### src/rtl/func_sweep_ctrl.sv
// func_sweep_ctrl: drives input codes 0..7 to a 3-input function decoder.
// Each code is held for SETTLE+1 cycles. F[3:1] is sampled on the last cycle.
// The samples build one 8-bit minterm mask per output, and a sticky flag is
// raised whenever F3 != F1|F2.
module func_sweep_ctrl #(
    parameter int unsigned SETTLE = 2
) (
    input  logic       clk,
    input  logic       rst,
    input  logic       start,
    input  logic [2:0] f_in,
    output logic [2:0] i_out,
    output logic       busy,
    output logic       done,
    output logic [7:0] f1_mask,
    output logic [7:0] f2_mask,
    output logic [7:0] f3_mask,
    output logic       err
);

    typedef enum logic [1:0] {
        StIdle,
        StSettle,
        StSample,
        StDone
    } state_t;

    // Counter reload; a code is held SETTLE cycles in StSettle plus one in StSample.
    localparam logic [3:0] LP_RELOAD = 4'(SETTLE - 1);

    state_t     r_state;
    logic [3:0] r_cnt;
    logic [2:0] r_code;
    logic       r_busy;
    logic       r_done;
    logic [7:0] r_f1;
    logic [7:0] r_f2;
    logic [7:0] r_f3;
    logic       r_err;

    logic       w_mismatch;

    assign w_mismatch = f_in[2] != (f_in[0] | f_in[1]);

    // Sweep FSM with all outputs registered alongside the state.
    always_ff @(posedge clk) begin
        if (rst) begin
            r_state <= StIdle;
            r_cnt   <= 4'd0;
            r_code  <= 3'd0;
            r_busy  <= 1'b0;
            r_done  <= 1'b0;
            r_f1    <= 8'h00;
            r_f2    <= 8'h00;
            r_f3    <= 8'h00;
            r_err   <= 1'b0;
        end else begin
            unique case (r_state)
                StIdle, StDone: begin
                    if (start) begin
                        r_state <= StSettle;
                        r_cnt   <= LP_RELOAD;
                        r_code  <= 3'd0;
                        r_busy  <= 1'b1;
                        r_done  <= 1'b0;
                        r_f1    <= 8'h00;
                        r_f2    <= 8'h00;
                        r_f3    <= 8'h00;
                        r_err   <= 1'b0;
                    end
                end
                StSettle: begin
                    if (r_cnt == 4'd0) begin
                        r_state <= StSample;
                    end else begin
                        r_cnt <= r_cnt - 4'd1;
                    end
                end
                StSample: begin
                    r_f1[r_code] <= f_in[0];
                    r_f2[r_code] <= f_in[1];
                    r_f3[r_code] <= f_in[2];
                    if (w_mismatch) begin
                        r_err <= 1'b1;
                    end
                    if (r_code == 3'd7) begin
                        // Code stays at 7 in StDone; it never wraps.
                        r_state <= StDone;
                        r_busy  <= 1'b0;
                        r_done  <= 1'b1;
                    end else begin
                        r_code  <= r_code + 3'd1;
                        r_cnt   <= LP_RELOAD;
                        r_state <= StSettle;
                    end
                end
                default: begin
                    r_state <= StIdle;
                end
            endcase
        end
    end

    assign i_out   = r_code;
    assign busy    = r_busy;
    assign done    = r_done;
    assign f1_mask = r_f1;
    assign f2_mask = r_f2;
    assign f3_mask = r_f3;
    assign err     = r_err;

endmodule
### config.mk
export PLATFORM = sky130hd
export DESIGN_NAME = func_sweep_ctrl
export DESIGN_NICKNAME = d
export VERILOG_FILES = /design/src/rtl/func_sweep_ctrl.sv
export SDC_FILE = /design/constraint.sdc
export NUM_CORES = 1
export LEC_CHECK = 0
export ABC_AREA = 1
export CORE_MARGIN = 8
export CORE_UTILIZATION = 45
export DETAILED_ROUTE_END_ITERATION = 6
export HOLD_SLACK_MARGIN = 0.12
export PLACE_DENSITY = 0.75
export SLEW_MARGIN = 30
export SYNTH_ARGS = -nofsm -noshare
export SYNTH_HDL_FRONTEND = slang
export SYNTH_SLANG_ARGS = --single-unit
### constraint.sdc
create_clock -name clk -period 1.45 [get_ports clk]
set_input_delay 0.3625 -clock clk [delete_from_list [all_inputs] [get_ports clk]]
set_output_delay 0.3625 -clock clk [all_outputs]
set_load 0.05 [all_outputs]
==> flow_summary_export.csv <==
group,metric,value,unit
run_status,status,"completed",
setup_path,path_delay_family,"buffers and inverters",
routing,wire_per_inst,13.3,um
setup_path,required,1670,ps
pwr,combPwrFrac,46.8,%
pwr,pwr-share-clk,22.6,%
placement,hpwlAfterDp,3450,um
finish,drive_above_1_share,30.7,%
clock_tree,cts_tree,"yes",
clock_tree,numCtsBuffers,5,
synthesis,yosysSeqAreaShare,41.8,%
routing,drt_iter0_drc,154,
setup_path,rrSetupSlack,70,ps
sta,finalHoldViolations,0,
sta,max_freq,718,MHz
synthesis,syn_avg_cell_area,6.82,sq um
floorplanning,die_area,0.00607,sq mm
synthesis,synth.most_common_cell,"nand2_1",
floorplanning,die_x,77.9,um
pwr,p_seq_share,30.6,%
pwr,p_leak,1.10,nW
clock_tree,path_clk_slew,70,ps
setup_path,slowest_delay,560,ps
synthesis,ys_ff_latch,36,
synthesis,syn_inst,253,
finish,fill_cells,275,
pwr,p_sw_share,39.8,%
clock_tree,cts-root-buf,"clkbuf_8",
routing,drtAntennaViolNets,0,
floorplanning,start_util,46.8,%
routing,first_pass_iters,4,
pwr,p_int,2.32,mW
global_route,gr-usage-all-layers,16.5,%
sta,maxSlewHeadroom,78.2,%
pwr,p_sw,1.53,mW
synthesis,synth_top_cell_by_area,"dfxtp_1",
global_route,grt_pass1_vias,1788,
worst_hold_path,worstHoldPathType,"reg -> reg",
synthesis,ys_warn_count,0,
clock_tree,htreeDepth,2,
setup_path,crit_type,"in -> reg",
global_route,grt_pass1_wl,8220,um
clock_tree,cts.path.max_buffers,2,
pwr,powerDensity,1400,mW/mm^2
sta,period_share,96.0,%
routing,viasPerCell,5.16,
sta,slew_viol_final,0,
setup_path,cp_num_buf_inv,2,
global_route,antenna_found_initial,0,
setup_path,path_max_fanout,8,
floorplanning,io_pins,36,
synthesis,synth-edff-count,0,
pwr,peakVddDrop,1040,uV
routing,drc,0,
synthesis,synth_nets,267,
finish,fin_util,74.5,%
floorplanning,placementRows,22,
sta,worst_pin_slew,327,ps
run,cap_violations,0,
sta,period_minus_slack,1390,ps
clock_tree,cts_sinks,36,
synthesis,synthTopCellsByCount,"nand2_1, dfxtp_1, a21oi_1",
synthesis,ys_top_cells_by_area,"dfxtp_1, nand2_1, a21oi_1, ha_1, inv_1",
sta,rsz0062_at_grt,"true",
setup_path,start_kind,"primary input",
placement,port_buffers,35,
routing,vias,1842,
setup_path,crit_path_frequent_cell,"nand2_1",
setup_path,cp_data_arrival_time,1610,ps
synthesis,synth_area,0.00173,sq mm
setup_path,end_kind,"flip-flop",
sta,finalSetupViolations,0,
clock_tree,clock_latency,290,ps
synthesis,synthFlopType,"dfxtp_1",
finish,synthToLayoutAreaGrowth,59.3,%
routing,wirelength,4760,um
sta,setup_tns,0,ps
clock_tree,ctsHoldBuffers,0,
global_route,grt_overflow,0,
clock_tree,post_cts_buffers,0,
setup_path,crit_chain,"clkdlybuf4s50_1 > inv_1 > nand2_1 > nand2_4 > nor2_2 > nand2_1 > a21oi_1",
synthesis,async_flop_share,0,%
synthesis,ys_types,18,
setup_path,crit_slowest_cell,"clkdlybuf4s50_1",
finish,nets,322,
placement,finalWeightedCongestion,0.841,
synthesis,yosysTopAreaCellShare,41.8,%
floorplanning,core,0.00369,sq mm
finish,diodes,0,
global_route,grt_max_degree,30,
sta,clock_skew,2.28,ps
floorplanning,die_h,77.9,um
==> per-layer routing <==
metal | GRT usage (%) | up-vias | part of all wire (%) | routed length, um
li1 | - | 913 | - | -
met1 | 19.3 | 854 | 44 | 2080
met2 | 26.3 | 64 | 48 | 2270
met3 | 5.41 | 11 | 6.5 | 310
met4 | 8.33 | 0 | 2.1 | 101
met5 | 0 | - | 0 | 0
==> state kept, by name, indices dropped and copies added, names as in the netlist <==
| signal | count |
|---|---|
| busy | 1 |
| r_cnt | 4 |
| r_state | 2 |
| i_out | 3 |
| err | 1 |
| f2_mask | 8 |
| f1_mask | 8 |
| f3_mask | 8 |
| done | 1 |
==> cell usage in the layout (no fill, tap or decap) <==
cell and instances:
dfxtp_4 2, a21oi_1 28, clkinv_2 1, a21oi_2 5, nand2_2 9, inv_4 1, nor2_1 11, dfxtp_1 32
ha_2 2, nand2_4 2, buf_4 17, clkbuf_8 5, nor2_4 2, nand3_1 13, bufinv_16 1, clkdlybuf4s50_1 5
nand2_1 91, ha_1 5, inv_2 5, nand4_1 5, ha_4 1, o21ai_0 3, buf_6 2, buf_12 30
inv_1 18, dfxtp_2 2, clkbuf_1 1, nor3_1 2, nor2_2 8
==> per-stage QoR <==
| step | instances | area [sq um] | hold slack, ps | power [mW] | setup WS (ps) |
|---|---|---|---|---|---|
| 2_1_floorplan | 253 | 1730 | 456 | 2.23 | 3.56 |
| 3_3_place_gp | 349 | 2550 | 477 | 2.72 | -133 |
| 3_5_place_dp | 349 | 2550 | 487 | 2.78 | -172 |
| 4_1_cts | 357 | 2680 | 499 | 3.73 | 12.9 |
| 5_1_grt | 357 | 2750 | 528 | 4.11 | -16.8 |
| 6_report | 357 | 2750 | 496 | 3.86 | 57.5 |
==> cells by family after synthesis <==
group | count (synthesis) | share of synthesized area [%]
simple gates | 143 | 34.7
compound gates | 36 | 10.4
flops | 36 | 41.8
buf+inv | 30 | 7.32
fa+ha+maj | 8 | 5.80
==> final timing paths <==
| path | startpoint | endpoint | cells past startpoint |
|---|---|---|---|
| setup / recovery | start | f1_mask[3] | 7 |
| hold / removal | err | err | 2 |
| setup reg to reg | r_state[1] | i_out[0] | 8 |
| hold reg to reg | err | err | 2 |
==> worst min-delay path, cell delays in order, from the launching register on <==
cell and delay (ps):
dfxtp_1 340, inv_1 60, a21oi_1 50
==> power groups by stage <==
stage / Sequential (mW) / Combinational [mW] / Clock (mW)
floorplan: 1.28 / 0.949 / 0
global placement: 1.18 / 1.53 / 0
detailed placement: 1.19 / 1.58 / 0
CTS: 1.17 / 1.67 / 0.893
global route: 1.19 / 2.00 / 0.923
finish: 1.18 / 1.80 / 0.873
==> final cells by class <==
| cell class | count | area (sq um) | area share, % |
|---|---|---|---|
| well taps | 48 | 60.1 | 2.18 |
| clock inverters | 2 | 35.0 | 1.27 |
| multi-input cells | 187 | 957 | 34.8 |
| inverters | 24 | 92.6 | 3.37 |
| clock buffers | 6 | 72.6 | 2.64 |
| flip-flops and latches | 36 | 731 | 26.6 |
| repair buffers | 54 | 801 | 29.1 |
==> repair_timing <==
item                       in CTS  in global routing
pin swaps                       2                  5
setup endpoints to repair      28                 34
resized for setup               4                 26
hold endpoints to repair        0                  0
Power figures use the tool's default switching activity.
